--- src/rtl/bike_pkg.sv ---
`default_nettype none
// ============================================================================
// Module      : bike_pkg
// Description : Shared definitions for the shared divider slice.
//               WIDTH_DIV  - default operand/result width.
//               div_state_e - sequencer states (IDLE, CALC, DONE).
// Revision    : 1.0 - initial release
// ============================================================================
package bike_pkg;

    localparam int WIDTH_DIV = 16;

    typedef enum logic [1:0] {
        IDLE = 2'd0,
        CALC = 2'd1,
        DONE = 2'd2
    } div_state_e;

endpackage : bike_pkg
`default_nettype wire

--- src/rtl/div_core.sv ---
`default_nettype none
// ============================================================================
// Module      : div_core
// Description : Iterative unsigned radix-2 restoring divider datapath.
//               One quotient bit per step, MSB first. Results are registered
//               on the final step only and hold until the next final step.
// Ports       : clk, rst          - clock, synchronous active-high reset
//               i_load            - capture i_dividend/i_divisor, clear state
//               i_step            - perform one iteration
//               i_dividend/i_divisor - operands (WIDTH)
//               o_last            - iteration counter is on the final step
//               o_quotient/o_remainder - result registers (WIDTH)
//               o_div_zero        - last completed division had divisor 0
// Revision    : 1.0 - initial release
// ============================================================================
module div_core
    import bike_pkg::*;
#(
    parameter int WIDTH = WIDTH_DIV,
    parameter int N_CYC = WIDTH
) (
    input  logic             clk,
    input  logic             rst,
    input  logic             i_load,
    input  logic             i_step,
    input  logic [WIDTH-1:0] i_dividend,
    input  logic [WIDTH-1:0] i_divisor,
    output logic             o_last,
    output logic [WIDTH-1:0] o_quotient,
    output logic [WIDTH-1:0] o_remainder,
    output logic             o_div_zero
);

    localparam int                 c_CNT_W = (N_CYC > 1) ? $clog2(N_CYC) : 1;
    localparam logic [c_CNT_W-1:0] c_LAST  = c_CNT_W'(N_CYC - 1);

    logic [WIDTH-1:0]   r_rem;   // partial remainder, always < divisor
    logic [WIDTH-1:0]   r_dvd;   // dividend shifting out, quotient shifting in
    logic [WIDTH-1:0]   r_dvs;
    logic [c_CNT_W-1:0] r_cnt;

    logic [WIDTH:0]     w_shift; // shifted partial remainder, one bit wider
    logic [WIDTH:0]     w_diff;
    logic               w_ge;
    logic [WIDTH-1:0]   w_rem_nxt;
    logic [WIDTH-1:0]   w_quo_nxt;
    logic               w_unused;

    assign o_last    = (r_cnt == c_LAST);

    assign w_shift   = {r_rem, r_dvd[WIDTH-1]};
    assign w_diff    = w_shift - {1'b0, r_dvs};
    assign w_ge      = (w_shift >= {1'b0, r_dvs});
    // After a successful subtract the result is below the divisor, and when
    // the subtract is skipped the shifted value is already below it, so the
    // kept remainder always fits in WIDTH bits. A zero divisor subtracts
    // every step, giving all-ones quotient and remainder equal to dividend.
    assign w_rem_nxt = w_ge ? w_diff[WIDTH-1:0] : w_shift[WIDTH-1:0];
    assign w_quo_nxt = {r_dvd[WIDTH-2:0], w_ge};
    assign w_unused  = w_diff[WIDTH];

    always_ff @(posedge clk) begin
        if (rst) begin
            r_rem       <= '0;
            r_dvd       <= '0;
            r_dvs       <= '0;
            r_cnt       <= '0;
            o_quotient  <= '0;
            o_remainder <= '0;
            o_div_zero  <= 1'b0;
        end else if (i_load) begin
            r_rem <= '0;
            r_dvd <= i_dividend;
            r_dvs <= i_divisor;
            r_cnt <= '0;
        end else if (i_step) begin
            r_rem <= w_rem_nxt;
            r_dvd <= w_quo_nxt;
            r_cnt <= r_cnt + 1'b1;
            if (o_last) begin
                o_quotient  <= w_quo_nxt;
                o_remainder <= w_rem_nxt;
                o_div_zero  <= (r_dvs == '0);
            end
        end
    end

endmodule : div_core
`default_nettype wire

--- src/rtl/shared_divider.sv ---
`default_nettype none
// ============================================================================
// Module      : shared_divider
// Description : One iterative unsigned divider shared by two clients.
//               Requests are held in per-client pending flags and granted
//               round-robin from IDLE; the datapath lives in div_core.
// Ports       : clk, rst                   - clock, sync active-high reset
//               start0, dividend0, divisor0 - client 0 request + operands
//               start1, dividend1, divisor1 - client 1 request + operands
//               busy      - division in progress (CALC)
//               ready     - one-cycle result-valid pulse (DONE)
//               owner     - client of the current/last result
//               quotient, remainder, div_zero - result of last division
// Revision    : 1.0 - initial release
// ============================================================================
module shared_divider
    import bike_pkg::*;
#(
    parameter int WIDTH = WIDTH_DIV,
    parameter int N_CYC = WIDTH
) (
    input  logic             clk,
    input  logic             rst,
    input  logic             start0,
    input  logic [WIDTH-1:0] dividend0,
    input  logic [WIDTH-1:0] divisor0,
    input  logic             start1,
    input  logic [WIDTH-1:0] dividend1,
    input  logic [WIDTH-1:0] divisor1,
    output logic             busy,
    output logic             ready,
    output logic             owner,
    output logic [WIDTH-1:0] quotient,
    output logic [WIDTH-1:0] remainder,
    output logic             div_zero
);

    div_state_e r_state;
    div_state_e w_state_nxt;

    logic             r_pend0;
    logic             r_pend1;
    logic             r_prio;     // client that wins a simultaneous request
    logic             r_owner;

    logic             w_req0;
    logic             w_req1;
    logic             w_gnt_sel;
    logic             w_load;
    logic             w_last;
    logic             w_serving0;
    logic             w_serving1;
    logic             w_pend0_nxt;
    logic             w_pend1_nxt;
    logic [WIDTH-1:0] w_ld_dividend;
    logic [WIDTH-1:0] w_ld_divisor;

    // A start in the grant cycle itself is served directly, not queued.
    assign w_req0    = r_pend0 | start0;
    assign w_req1    = r_pend1 | start1;
    assign w_gnt_sel = (w_req0 && w_req1) ? r_prio : w_req1;

    assign w_ld_dividend = w_gnt_sel ? dividend1 : dividend0;
    assign w_ld_divisor  = w_gnt_sel ? divisor1  : divisor0;

    // A client whose job is in flight (CALC or DONE) cannot queue a second one.
    assign w_serving0 = (r_state != IDLE) && !r_owner;
    assign w_serving1 = (r_state != IDLE) &&  r_owner;

    assign w_pend0_nxt = (w_load && !w_gnt_sel)   ? 1'b0 :
                         (start0 && !w_serving0)  ? 1'b1 : r_pend0;
    assign w_pend1_nxt = (w_load &&  w_gnt_sel)   ? 1'b0 :
                         (start1 && !w_serving1)  ? 1'b1 : r_pend1;

    assign busy  = (r_state == CALC);
    assign ready = (r_state == DONE);
    assign owner = r_owner;

    always_ff @(posedge clk) begin
        if (rst) begin
            r_state <= IDLE;
        end else begin
            r_state <= w_state_nxt;
        end
    end

    always_comb begin
        w_state_nxt = r_state;
        w_load      = 1'b0;
        case (r_state)
            IDLE: begin
                if (w_req0 || w_req1) begin
                    w_load      = 1'b1;
                    w_state_nxt = CALC;
                end
            end
            CALC: begin
                if (w_last) begin
                    w_state_nxt = DONE;
                end
            end
            DONE: begin
                w_state_nxt = IDLE;
            end
            default: begin
                w_state_nxt = IDLE;
            end
        endcase
    end

    always_ff @(posedge clk) begin
        if (rst) begin
            r_pend0 <= 1'b0;
            r_pend1 <= 1'b0;
            r_prio  <= 1'b0;
            r_owner <= 1'b0;
        end else begin
            r_pend0 <= w_pend0_nxt;
            r_pend1 <= w_pend1_nxt;
            if (w_load) begin
                r_owner <= w_gnt_sel;
                r_prio  <= ~w_gnt_sel;
            end
        end
    end

    div_core #(
        .WIDTH (WIDTH),
        .N_CYC (N_CYC)
    ) u_div_core (
        .clk         (clk),
        .rst         (rst),
        .i_load      (w_load),
        .i_step      (busy),
        .i_dividend  (w_ld_dividend),
        .i_divisor   (w_ld_divisor),
        .o_last      (w_last),
        .o_quotient  (quotient),
        .o_remainder (remainder),
        .o_div_zero  (div_zero)
    );

endmodule : shared_divider
`default_nettype wire

--- config.mk ---
export PLATFORM = sky130hd
export DESIGN_NAME = shared_divider
export DESIGN_NICKNAME = d
export VERILOG_FILES = /design/src/rtl/bike_pkg.sv /design/src/rtl/div_core.sv /design/src/rtl/shared_divider.sv
export SDC_FILE = /design/constraint.sdc
export NUM_CORES = 1
export LEC_CHECK = 0
export CAP_MARGIN = 20
export CORE_UTILIZATION = 47
export DETAILED_ROUTE_END_ITERATION = 10
export PLACE_DENSITY_LB_ADDON = 0.12
export SYNTH_ARGS = -nofsm -noshare
export SYNTH_HDL_FRONTEND = slang
export SYNTH_HIERARCHICAL = 1
export SYNTH_SLANG_ARGS = --single-unit
export TNS_END_PERCENT = 5
--- constraint.sdc ---
create_clock -name clk -period 2.3 [get_ports clk]
set_input_delay 0.23 -clock clk [delete_from_list [all_inputs] [get_ports clk]]
set_output_delay 0.23 -clock clk [all_outputs]
set_load 0.02 [all_outputs]
======== Word level (Yosys, flattened, before mapping) ========
Index checks and enable logic that the tools add are counted.
operators by class
  bitwise operators ....................... 4
  reductions and logical operators ........ 21
  magnitude comparators ................... 1
  add/sub/neg operators ................... 2
  equality and inequality tests ........... 5
  multiplexer cells ....................... 11
operators with widths
  cell                                                             number
  16-bit 2-to-1 mux                                                5
  17-bit by 16-bit >= comparator with 1-bit output                 1
  16-bit zero test                                                 1
  16-bit subtractor                                                1
  1-bit logical AND                                                7
  2-bit OR reduction                                               3
  4-bit by 1-bit adder with 4-bit output, second input constant    1
  4-bit == test, second input constant                             1
  1-bit zero test                                                  4
  2-bit 2-to-1 mux                                                 2
  2-bit one-hot mux with 2 select lines                            1
  2-bit nonzero test                                               2
  1-bit 2-to-1 mux                                                 3
  3-bit AND reduction                                              1
  2-bit by 1-bit == test with 1-bit output, second input constant  1
  2-bit == test, second input constant                             1
  2-bit zero test                                                  1
  2-bit by 1-bit != test with 1-bit output, second input constant  1
  2-bit != test, second input constant                             1
  1-bit NOT                                                        2
  1-bit OR                                                         2
  2-bit AND reduction                                              1
  1-bit logical OR                                                 1
storage, ports and cells
  output and inout port bits .............. 36
  flip-flop bits (word level) ............. 91
  bits of input ports ..................... 68
  word-level logic and storage cells ...... 56

======== Logic depth before layout (Yosys ltp) ========
Gate-level depths: netlist of run 1.
  depth in word-level cells ............... 6
  gate-level depth with buffers ........... 11
  depth with buffers taken out ............ 10

======== Hierarchy ========
The synthesis of run 1 kept the hierarchy.
modules (own cells, without submodules)
  module          area each (um2)  instances  cells each  sequential area each (um2)
  div_core        4,439.3          1          531         1,701.6
  shared_divider  698.2            1          64          120.1

======== Worst setup path before layout of run 1 ========
OpenSTA, ideal clock, no wires.
  path type ............................... register -> register
  from .................................... reg u_div_core.r_dvs[14]
  to ...................................... reg u_div_core.o_remainder[14]
  data arrival time ....................... 2,232 ps
  required time ........................... 2,212 ps
  cell stages (with the launch flop) ...... 12
  slack ................................... -20 ps
  setup time .............................. 88 ps
  buffers on the path ..................... 2
  clock period less this slack ............ 2,320 ps
  cell sequence ........................... dfxtp_1 > inv_1 > ha_1 > buf_6 > a21o_1 > a211oi_2 > o41ai_4 > nor2_4 > and2_4 > buf_12 > nand2_2 > a311oi_2
on the way
  word-level cells in the longest chain between the ends .. 2
  elaborated cells between the ends (all ways) .. 3
  classes of those cells .................. 1 x add/sub; 1 x order compare; 1 x mux
RTL lines
  element                                                                                       line                            RTL
  from (decl)                                                                                   div_core.sv:39                  logic [WIDTH-1:0] r_dvs;
  from (signal assigned)                                                                        div_core.sv:74                  r_dvs <= i_divisor;
  16-bit subtractor / 17-bit by 16-bit >= comparator with 1-bit output (equally long branches)  div_core.sv:52, div_core.sv:53
  16-bit 2-to-1 mux (*)                                                                         div_core.sv:58                  assign w_rem_nxt = w_ge ? w_diff[WIDTH-1:0] : w_shift[WIDTH-1:0];
  to (signal assigned)                                                                          div_core.sv:82                  o_remainder <= w_rem_nxt;
  to (decl)                                                                                     div_core.sv:30                  output logic [WIDTH-1:0] o_remainder,
Mark *: on every way between the ends. The rest lies on a longest branch, timed or not.
A chain may end at the register's enable or synchronous reset.

======== Final worst setup path of run 1 ========
  from .................................... reg u_div_core.r_dvd[15]
  to ...................................... reg u_div_core.o_remainder[10]
on the way
  word-level cells in the longest chain between the ends .. 2
  elaborated cells between the ends (all ways) .. 3
  classes of those cells .................. 1 x add/sub; 1 x order compare; 1 x mux
RTL lines
  element                                                                                       line                            RTL
  from (decl)                                                                                   div_core.sv:38                  logic [WIDTH-1:0] r_dvd;
  from (signal assigned)                                                                        div_core.sv:73                  r_dvd <= i_dividend;
  from (signal assigned)                                                                        div_core.sv:78                  r_dvd <= w_quo_nxt;
  16-bit subtractor / 17-bit by 16-bit >= comparator with 1-bit output (equally long branches)  div_core.sv:52, div_core.sv:53
  16-bit 2-to-1 mux (*)                                                                         div_core.sv:58
Marks and branches as above.

==> metrics.yaml, run 1 <==
global_route:
  antenna_found_initial: 0
  gr-total-overflow: 0
  first_global_vias: 4786
  global_route.usage.total_pct: 26.2
  largest_net_degree_at_the_start_of_global_routing: 41
  first_pass_grt_wire_length_mm: 23.1
synthesis:
  cell_area_after_technology_mapping_um2: 5140
  synth_top_family_by_area: "simple AND/OR/NAND/NOR gates"
  synth-adder-area-share_pct: 4.53
  synth_compound_area_share_pct: 18.3
  netlist_instances: 595
  edff_count_synth: 0
  asyncSetResetFlopFracSynth_pct: 0
  synth.avg_cell_area_um2: 8.63
  synth_fp_nets: 681
  synth_simple_gate_area_share_pct: 18.4
  synth_seq_area_share_pct: 35.5
  yosys_most_used_dff: "dfxtp_1"
  synth_seq_cells: 91
  synth_cell_types: 67
  mux_cell_area_share_after_synthesis_pct: 15.5
  fraction_of_synthesized_cell_area_in_xor_and_xnor_cells_pct: 2.22
  yosysWarningCount: 6
pwr:
  post-layout-total-power_mw: 5.20
  power-per-cell-area_nw_per_um2: 704
  power.ir.vdd_worst_mv: 0.427
  power_frac_clock_pct: 19.1
  power_report.internal_total_mw: 3.38
  total_switching_power_mw: 1.82
  leakage_nw: 2.93
  share_comb_of_total_power_pct: 47.1
  sw_frac_of_total_pct: 35.0
  p_seq_share_pct: 33.8
setup_path:
  critPathArrivalTime_ns: 2.59
  worstSetupPathType: "reg -> reg"
  worst_setup_path_start_kind: "register"
  crit_path_max_fanout: 3
  worst-r2r-cell-count: 12
  setup.worst_path.end_class: "register"
  critical_path_required_ns: 2.57
detailed_routing:
  initialDrtViolationCount: 319
  route.detailed.vias_per_inst: 5.42
  dr_total_vias: 4905
  drt-wirelength-per-cell_um: 16.1
  drt-total-wl_mm: 14.6
  antenna_violating_nets_post_route: 0
  firstDrtPassIters: 4
  post-route-drc-count: 0
flow_run:
  maxCapViolCount: 0
die:
  number_of_placement_rows: 37
  dieArea_um2: 11400
  core_area_um2: 10500
  die_width_um: 107
  top_level_ports: 104
  initial_utilization_pct: 49.1
  dieHeight_um: 107
timing:
  hold_viol: 0
  finalClockSkew_ns: 0.00591
  timing.fmax_mhz: 431
  final.min_clock_period_ns: 2.32
  total_count_of_max_transition_violations_in_the_final_report: 0
  final_count_of_negative_setup_slack_endpoints: 5
  least_margin_pin_slew_ns: 0.556
  final_min_period_over_clock_period_pct: 101
  worst_slack_ns: -0.0221
  maxSlewHeadroom_pct: 62.6
  grt_setup_unrepaired: "true"
clocking:
  insertion_delay_ns: 0.36
  clockRootBuffer: "clkbuf_8"
  tritoncts: "yes"
  htree_levels: 3
  cts-root-to-sink-buffers: 2
  numCtsBuffers: 9
  clock_transition_time_at_the_flip_flop_clock_pins_of_the_worst_setup_and_hold_paths_ns: 0.09
  cts.sink_count: 91
placement:
  place_inst: 876
  detailed_place_hpwl_mm: 10.6
  placement.setup.worst_slack_ns: -0.229
  placer_congestion_estimate: 0.883
  place.port_buffers: 103
cells_and_area:
  area_growth_syn_to_layout_pct: 43.9
  final_common_cell: "clkdlybuf4s50_1"
  final_layout_size_suffix_gt1_share_pct: 30.0
  finalNonFillerCells: 905
  insertedDiodeCount: 0
  finalNetCount: 852
  most-common-layout-cells: "clkdlybuf4s50_1, buf_4, dfxtp_1"
run_status:
  failed_checks: "setup timing"
  run_status: "complete, but fails checks"
worst_hold_path:
  hold_path_depth: 2
  hold_path_class: "in -> reg"
[cell usage after synthesis (all sizes together), types with 2 or more instances]
cell type  instances  area, um^2
mux2              33         394
a31oi              5        31.3
buf               13         101
xnor2              9        78.8
nor3               5        25.0
a21oi             61         313
a21o               3        22.5
inv               26        97.6
ha                17         213
clkbuf            23        86.3
nor2b              3        18.8
a311oi             2        30.0
o21a               3        22.5
o21ai             25         136
nand2b             7        46.3
nand4              6        37.5
nand3b             6        45.0
a211oi            15         133
nor2              83         324
mux2i             40         400
o31ai              6        45.0
nand3              7        35.0
o41ai              2        36.3
xor2               4        35.0
nand4b             3        26.3
and2               2        15.0
a221oi             2        23.8
o211ai             4        30.0
dfxtp             91        1820
or4                4        30.0
nor4               6        37.5
nand2             57         226
and3               6        37.5
[registers in the layout (all words and copies together) (netlist names)]
register                flops
u_div_core/r_dvd           16
r_prio                      1
u_div_core/r_dvs           16
r_state                     2
u_div_core/o_div_zero       1
r_pend1                     1
u_div_core/o_quotient      16
owner                       1
r_pend0                     1
u_div_core/r_rem           16
u_div_core/r_cnt            4
u_div_core/o_remainder     16
[critical path, cell delays in order, from the launching register on]
cell and delay (ns):
dfxtp_2 0.34, inv_2 0.05, ha_4 0.16, fa_2 0.42, nor2b_4 0.16, o31ai_4 0.10
a211oi_2 0.23, buf_4 0.14, nor2_2 0.04, buf_4 0.13, xnor2_2 0.10, mux2i_1 0.10
a211oi_1 0.26
[power groups by stage]
stage,combinational [mW],sequential [mW],clock (mW)
3_5_place_dp,1.95,1.78,0
5_1_grt,2.64,1.77,1.09
3_3_place_gp,1.91,1.78,0
6_report,2.45,1.76,0.993
2_1_floorplan,1.28,1.77,0
4_1_cts,2.15,1.75,1.02
[metrics by stage]
step                utilization, %  TNS (ns)  instance area (um^2)  hold slack (ns)
detailed placement            64.7     -1.92                  6770            0.447
global placement              64.7    -0.684                  6770            0.443
global route                  70.7     -1.41                  7390            0.362
finish                        70.7   -0.0697                  7390            0.332
CTS                           68.1    -0.594                  7130            0.299
floorplan                        -  -0.00306                  5140            0.296
[final cells by class]
type	count	area [um^2]
multi-input combinational	443	3370
timing repair buffer	195	1750
inverter	26	97.6
tap	136	170
fill	838	3070
clock inverter	2	12.5
sequential	91	1840
clock buffer	12	155
[cells by family (layout without fill, tap and decap cells)]
kind of cell / Yosys count / in the layout
compound gates: 138 / 138
xor+xnor: 13 / 13
fa+ha+maj: 18 / 18
buf+inv: 62 / 235
flops: 91 / 91
mux: 73 / 73
simple gates: 200 / 201
[path summary, 6_finish.rpt]
check | to | startpoint | slack, ns
max | u_div_core/o_remainder[10]$_SDFFE_PP0P_ | u_div_core/r_dvd[15]$_SDFFE_PP0P_ | -0.02
min | u_div_core/r_dvd[4]$_SDFFE_PP0P_ | rst | 0.33
max reg2reg | u_div_core/o_remainder[10]$_SDFFE_PP0P_ | u_div_core/r_dvd[15]$_SDFFE_PP0P_ | -0.02
min reg2reg | u_div_core/o_quotient[9]$_SDFFE_PP0P_ | u_div_core/o_quotient[9]$_SDFFE_PP0P_ | 0.46
[what timing repair did]
action,in CTS,in global routing
endpoints found under the setup margin,28,32
cloned,1,0
endpoints found under the hold margin,0,0
resized for setup,27,52
pin swaps,16,34
hold buffers,0,0
setup buffers,7,8
[layer usage]
layer / up-vias / GRT usage (%) / part of all wire, %
met5: - / 0 / 0
met4: 0 / 9.20 / 2.1
met3: 22 / 4.84 / 5.4
met2: 118 / 45.0 / 50
met1: 2321 / 32.6 / 42
li1: 2444 / - / -
No activity file was read; power rests on OpenSTA's default activity.
==> run 2, diff against run 1 <==
--- a/config.mk
+++ b/config.mk
@@ -6,8 +6,9 @@
 export NUM_CORES = 1
 export LEC_CHECK = 0
 export CAP_MARGIN = 20
-export CORE_UTILIZATION = 47
+export CORE_UTILIZATION = 58
 export DETAILED_ROUTE_END_ITERATION = 10
+export DONT_BUFFER_PORTS = 1
 export PLACE_DENSITY_LB_ADDON = 0.12
 export SYNTH_ARGS = -nofsm -noshare
 export SYNTH_HDL_FRONTEND = slang
==> metrics.yaml, run 2 (synthesis results as in run 1) <==
run_status:
  run_status: "complete, but fails checks"  # unchanged
  failed_checks: "setup timing"  # unchanged
timing:
  final.min_clock_period_ns: 2.35  # was 2.32 ns
  timing.fmax_mhz: 426  # was 431 MHz
  fin_setup_tns_ns: -0.142  # was -0.0697 ns
  worst_slack_ns: -0.0489  # was -0.0221 ns
  final_min_period_over_clock_period_pct: 102  # was 101%
  final_count_of_negative_setup_slack_endpoints: 5  # unchanged
  hold_viol: 0  # unchanged
  least_margin_pin_slew_ns: 0.718  # was 0.556 ns
  total_count_of_max_transition_violations_in_the_final_report: 0  # unchanged
  maxSlewHeadroom_pct: 52.2  # was 62.6%
  grt_setup_unrepaired: "true"  # unchanged
  finalClockSkew_ns: 0.0105  # was 0.00591 ns
cells_and_area:
  most-common-layout-cells: "nor2_1, dfxtp_1, buf_4"  # was clkdlybuf4s50_1, buf_4, dfxtp_1
  insertedDiodeCount: 0  # unchanged
  area_growth_syn_to_layout_pct: 20.7  # was 43.9%
  register_area_um2: 1840  # about the same
  final_util_pct: 74.0  # was 70.7%
  num-fill-cells: 652  # was 838
  final_common_cell: "nor2_1"  # was clkdlybuf4s50_1
  multi_input_area_um2: 3310  # was 3370 um^2
  final_layout_size_suffix_gt1_share_pct: 33.0  # was 30.0%
  finalNetCount: 733  # was 852
global_route:
  first_global_vias: 4232  # was 4786
  top_usage_layer: "met2"  # unchanged
  grtUsageMet1_pct: 37.1  # was 32.6%
  gr-total-overflow: 0  # unchanged
  largest_net_degree_at_the_start_of_global_routing: 67  # was 41
  met2_usage_pct: 50.2  # was 45.0%
  global_route.usage.total_pct: 29.9  # was 26.2%
  first_pass_grt_wire_length_mm: 20.6  # was 23.1 mm
  antenna_found_initial: 0  # unchanged
  global_route.usage.met3_pct: 6.79  # was 4.84%
clocking:
  clock_transition_time_at_the_flip_flop_clock_pins_of_the_worst_setup_and_hold_paths_ns: 0.10  # was 0.09 ns
  htree_levels: 3  # unchanged
  tritoncts: "yes"  # unchanged
  cts-root-to-sink-buffers: 2  # unchanged
  cts.sink_count: 91  # unchanged
  numCtsBuffers: 9  # unchanged
  insertion_delay_ns: 0.37  # was 0.36 ns
  clockRootBuffer: "clkbuf_8"  # unchanged
setup_path:
  worst_setup_path_endpoint: "u_div_core/o_remainder[1]$_SDFFE_PP0P_"  # was u_div_core/o_remainder[10]$_SDFFE_PP0P_
  rrSetupSlack_ns: -0.05  # was -0.02 ns
  critical_path.startpoint: "u_div_core/r_dvs[15]$_SDFFE_PP0P_"  # was u_div_core/r_dvd[15]$_SDFFE_PP0P_
  path_delay_family: "simple AND/OR/NAND/NOR gates"  # was compound AO/OA/AOI/OAI gates
  setup.worst_path.end_class: "register"  # unchanged
  endpoint_of_the_worst_slack_reg_to_reg_timing_path: "u_div_core/o_remainder[1]$_SDFFE_PP0P_"  # was u_div_core/o_remainder[10]$_SDFFE_PP0P_
  crit-reg2reg-launch: "u_div_core/r_dvs[15]$_SDFFE_PP0P_"  # was u_div_core/r_dvd[15]$_SDFFE_PP0P_
  worst_setup_path_start_kind: "register"  # unchanged
  worstPathCellList: "inv_2 > ha_4 > and4b_4 > a2111oi_4 > nor2_2 > nor2_4 > nand2_4 > or4_1 > nand3_2"  # was inv_2 > ha_4 > fa_2 > nor2b_4 > o31ai_4 > a211oi_2 > buf_4 > nor2_2 > buf_4 > xnor2_2 > mux2i_1 > a211oi_1
  slowest_delay_ns: 0.53  # was 0.42 ns
  critical_path_depth: 9  # was 12
  critical_path_required_ns: 2.62  # was 2.57 ns
  worst-r2r-cell-count: 9  # was 12
  crit_path_max_fanout: 10  # was 3
  critPathArrivalTime_ns: 2.67  # was 2.59 ns
  critical_path.slowest_cell: "or4_1"  # was fa_2
  worstSetupPathType: "reg -> reg"  # unchanged
  worstPathBufferInverterCount: 1  # was 3
worst_hold_path:
  hold_path_class: "in -> reg"  # unchanged
  hold_path_startpoint: "rst"  # unchanged
die:
  core_area_um2: 8380  # was 10500 um^2
  initial_utilization_pct: 61.3  # was 49.1%
  top_level_ports: 104  # unchanged
  dieArea_um2: 9240  # was 11400 um^2
  number_of_placement_rows: 33  # was 37
  dieHeight_um: 96.1  # was 107 um
  die_width_um: 96.1  # was 107 um
placement:
  placer_congestion_estimate: 0.896  # was 0.883
  place.port_buffers: 0  # was 103
  detailed_place_hpwl_mm: 9.50  # was 10.6 mm
detailed_routing:
  firstDrtPassIters: 6  # was 4
  antenna_violating_nets_post_route: 0  # unchanged
  post-route-drc-count: 0  # unchanged
  drt-wirelength-per-cell_um: 18.1  # was 16.1 um
  initialDrtViolationCount: 229  # was 319
  drt-total-wl_mm: 13.7  # was 14.6 mm
  dr_total_vias: 4472  # was 4905
  route.detailed.vias_per_inst: 5.91  # was 5.42
pwr:
  power.ir.vdd_worst_mv: 0.451  # was 0.427 mV
  leakage_nw: 2.49  # was 2.93 nW
  power-per-cell-area_nw_per_um2: 808  # was 704 nW/um^2
flow_run:
  maxCapViolCount: 0  # unchanged
## run 2: cell types whose count changed in the layout (fill, tap and decap cells not counted), moves of 3 or more
cell,delta
a21oi_1,+3
a21oi_2,-3
buf_4,-14
clkdlybuf4s50_1,-102
dfxtp_1,-3
dfxtp_2,+3
mux2i_1,+3
## run 2: worst min path at each step
stage	slack, ns	cells past startpoint	to
after floorplan	0.30	1	r_pend0$_SDFFE_PP0P_
after global placement	0.30	1	u_div_core/o_remainder[11]$_SDFFE_PP0P_
after detailed placement	0.30	1	u_div_core/o_remainder[11]$_SDFFE_PP0P_
after CTS	0.03	2	r_pend0$_SDFFE_PP0P_
after global routing	0.04	2	r_pend0$_SDFFE_PP0P_
final	0.05	3	u_div_core/o_remainder[13]$_SDFFE_PP0P_
## run 2: per-layer routing
layer / vias up / share of wire, %
li1: 2212 / -
met1: 2102 / 43
met2: 135 / 48
met3: 23 / 6.2
met4: 0 / 2.0
met5: - / 0
## run 2: per-stage QoR
stage               total power, mW  worst slack [ns]  std cells  cell area, um^2  hold WS, ns
floorplan                      3.05          -0.00306        595             5140        0.296
global route                   5.26            -0.110        757             6200       0.0356
global placement               3.54            -0.184        731             5610        0.302
CTS                            4.84           -0.0698        756             6020       0.0284
detailed placement             3.57            -0.265        731             5610        0.304
finish                         5.01           -0.0489        757             6200       0.0465
## run 2: layout make-up
cell class / instances / area share, %
multi-input cells: 442 / 53.5
clock inverters: 7 / 1.15
clock buffers: 9 / 2.00
inverters: 26 / 1.57
flip-flops and latches: 91 / 29.7
repair buffers: 77 / 10.0
well taps: 105 / 2.12
## run 2: tightest hold or removal path, stage by stage
cell,delay (ns)
nor2_1,0.02
o21ai_0,0.05
o21ai_0,0.06
## run 2: what timing repair did
action / CTS / global route
pin swaps: 9 / 26
buffers inserted: 8 / 1
endpoints found under the hold margin: 66 / 0
resized for setup: 28 / 44
hold buffers: 1 / 0
setup endpoints to repair: 24 / 33
## run 2: power breakdown
group	total, mW	switching (mW)	leakage [nW]	internal, mW
clock	1.09	0.666	0.0926	0.423
combinational	2.16	1.11	1.65	1.05
sequential	1.76	0.0867	0.748	1.68
total	5.01	1.86	2.49	3.15
==> run 3, diff against run 2 <==
--- a/config.mk
+++ b/config.mk
@@ -6,7 +6,9 @@
 export NUM_CORES = 1
 export LEC_CHECK = 0
 export CAP_MARGIN = 20
-export CORE_UTILIZATION = 58
+export CELL_PAD_IN_SITES_DETAIL_PLACEMENT = 1
+export CELL_PAD_IN_SITES_GLOBAL_PLACEMENT = 2
+export CORE_UTILIZATION = 34
 export DETAILED_ROUTE_END_ITERATION = 10
 export DONT_BUFFER_PORTS = 1
 export PLACE_DENSITY_LB_ADDON = 0.12
==> metrics.yaml, run 3 (synthesis results as in run 1) <==
run_status:
  run_status: "complete, but fails checks"  # unchanged
  failed_checks: "DRC, setup timing"  # was setup timing
timing:
  grt_setup_unrepaired: "true"  # unchanged
  fin_setup_tns_ns: -0.338  # was -0.142 ns
  finalClockSkew_ns: 0.00526  # was 0.0105 ns
  worst_slack_ns: -0.0677  # was -0.0489 ns
  final_count_of_negative_setup_slack_endpoints: 10  # was 5
  least_margin_pin_slew_ns: 0.734  # was 0.718 ns
  hold_viol: 0  # unchanged
  final_min_period_over_clock_period_pct: 103  # was 102%
  final.min_clock_period_ns: 2.37  # was 2.35 ns
  timing.fmax_mhz: 422  # was 426 MHz
  total_count_of_max_transition_violations_in_the_final_report: 0  # unchanged
  maxSlewHeadroom_pct: 51.1  # was 52.2%
detailed_routing:
  drt-total-wl_mm: 16.1  # was 13.7 mm
  dr_total_vias: 4520  # was 4472
  antenna_violating_nets_post_route: 0  # unchanged
  drt-wirelength-per-cell_um: 18.8  # was 18.1 um
  firstDrtPassIters: 7  # was 6
  route.detailed.vias_per_inst: 5.29  # was 5.91
  initialDrtViolationCount: 233  # was 229
  post-route-drc-count: 4  # was 0
global_route:
  largest_net_degree_at_the_start_of_global_routing: 66  # was 67
  antenna_found_initial: 0  # unchanged
  global_route.usage.total_pct: 21.4  # was 29.9%
  first_global_vias: 4728  # was 4232
  first_pass_grt_wire_length_mm: 25.7  # was 20.6 mm
  gr-total-overflow: 0  # unchanged
cells_and_area:
  insertedDiodeCount: 0  # unchanged
  area_growth_syn_to_layout_pct: 27.6  # was 20.7%
  num-fill-cells: 1722  # was 652
  finalNonFillerCells: 855  # was 757
  register_area_um2: 1830  # was 1840 um^2
  final_util_pct: 44.8  # was 74.0%
  most-common-layout-cells: "buf_4, dfxtp_1, nor2_1"  # was nor2_1, dfxtp_1, buf_4
  final_common_cell: "buf_4"  # was nor2_1
  finalNetCount: 752  # was 733
  multi_input_area_um2: 3320  # was 3310 um^2
  final_layout_size_suffix_gt1_share_pct: 32.5  # was 33.0%
placement:
  place_inst: 826  # was 731
  detailed_place_hpwl_mm: 11.5  # was 9.50 mm
  placement.setup.worst_slack_ns: -0.249  # was -0.265 ns
  place.port_buffers: 0  # unchanged
  placer_congestion_estimate: 0.822  # was 0.896
pwr:
  power-per-cell-area_nw_per_um2: 871  # was 808 nW/um^2
  leakage_nw: 2.62  # was 2.49 nW
  power.ir.vdd_worst_mv: 0.423  # was 0.451 mV
  post-layout-total-power_mw: 5.71  # was 5.01 mW
clocking:
  htree_levels: 3  # unchanged
  clock_transition_time_at_the_flip_flop_clock_pins_of_the_worst_setup_and_hold_paths_ns: 0.07  # was 0.10 ns
  insertion_delay_ns: 0.36  # was 0.37 ns
  tritoncts: "yes"  # unchanged
  numCtsBuffers: 9  # unchanged
  cts.sink_count: 91  # unchanged
  cts-root-to-sink-buffers: 2  # unchanged
  clockRootBuffer: "clkbuf_16"  # was clkbuf_8
setup_path:
  worstSetupPathType: "reg -> reg"  # unchanged
  critPathArrivalTime_ns: 2.65  # was 2.67 ns
  setup.worst_path.end_class: "register"  # unchanged
  critical_path_required_ns: 2.58  # was 2.62 ns
  crit_path_max_fanout: 3  # was 10
  rrSetupSlack_ns: -0.07  # was -0.05 ns
  worst_setup_path_start_kind: "register"  # unchanged
die:
  die_width_um: 125  # was 96.1 um
  top_level_ports: 104  # unchanged
  initial_utilization_pct: 35.1  # was 61.3%
  dieHeight_um: 125  # was 96.1 um
  core_area_um2: 14600  # was 8380 um^2
  number_of_placement_rows: 44  # was 33
  dieArea_um2: 15600  # was 9240 um^2
flow_run:
  maxCapViolCount: 0  # unchanged
worst_hold_path:
  hold_path_class: "in -> reg"  # unchanged
run 3: cell types whose count changed in the layout (fill, tap and decap cells not counted), moves of 5 or more:
cell       before  now
buf_4          73   88
dfxtp_1        76   81
dfxtp_2        15   10
clkbuf_16       0    9
clkbuf_8        9    1
run 3: cell type report:
cell class	instances	area share, %
clock inverter	6	1.22
sequential	91	28.0
inverter	26	1.49
multi-input combinational	444	50.7
timing repair buffer	94	11.5
tap	184	3.51
clock buffer	10	3.65
run 3: timing repair:
item                                   in CTS  in global routing
hold buffers                                2                  0
pin swaps                                  26                 11
gates cloned                                2                  0
setup endpoints to repair                  33                 32
setup buffers                               9                  0
resized for setup                          43                 14
endpoints found under the hold margin      65                  0
run 3: per-layer routing:
| layer | GRT usage (%) | part of all wire, % | up-vias | wire [um] |
|---|---|---|---|---|
| met3 | 3.35 | 3.5 | 19 | 569 |
| met2 | 36.2 | 47 | 75 | 7500 |
| li1 | - | - | 2250 | - |
| met5 | 0 | 0 | - | 0 |
| met1 | 27.5 | 48 | 2176 | 7690 |
| met4 | 7.75 | 2.1 | 0 | 340 |
run 3: through the flow:
| step | instance area, um^2 | hold WS (ns) |
|---|---|---|
| floorplan | 5140 | 0.296 |
| global placement | 5830 | 0.304 |
| detailed placement | 5830 | 0.307 |
| CTS | 6470 | 0.0485 |
| global route | 6560 | 0.0613 |
| finish | 6560 | 0.0627 |
run 3: worst paths after layout:
kind | from | endpoint | cells past startpoint
worst max-delay path | u_div_core/r_dvd[15]$_SDFFE_PP0P_ | u_div_core/o_remainder[12]$_SDFFE_PP0P_ | 10
worst min-delay path | rst | u_div_core/o_remainder[1]$_SDFFE_PP0P_ | 2
worst max register to register | u_div_core/r_dvd[15]$_SDFFE_PP0P_ | u_div_core/o_remainder[12]$_SDFFE_PP0P_ | 10
worst min register to register | u_div_core/r_dvd[2]$_SDFFE_PP0P_ | u_div_core/o_quotient[3]$_SDFFE_PP0P_ | 2
run 3: worst max-delay path, cell delays in order, from the launching register on:
cell and delay, ns:
dfxtp_2 0.33, inv_1 0.05, ha_2 0.19, fa_2 0.39, nor2b_4 0.16, o31ai_4 0.08
a211oi_1 0.25, o31ai_1 0.14, and3_1 0.21, o31a_1 0.32, a211oi_2 0.17
run 3: report_power, final:
part           total, mW  switching [mW]  internal, mW  leakage (nW)
Combinational       2.33            1.19          1.13          1.73
Clock               1.62           0.726         0.895         0.153
Sequential          1.76          0.0876          1.67         0.746
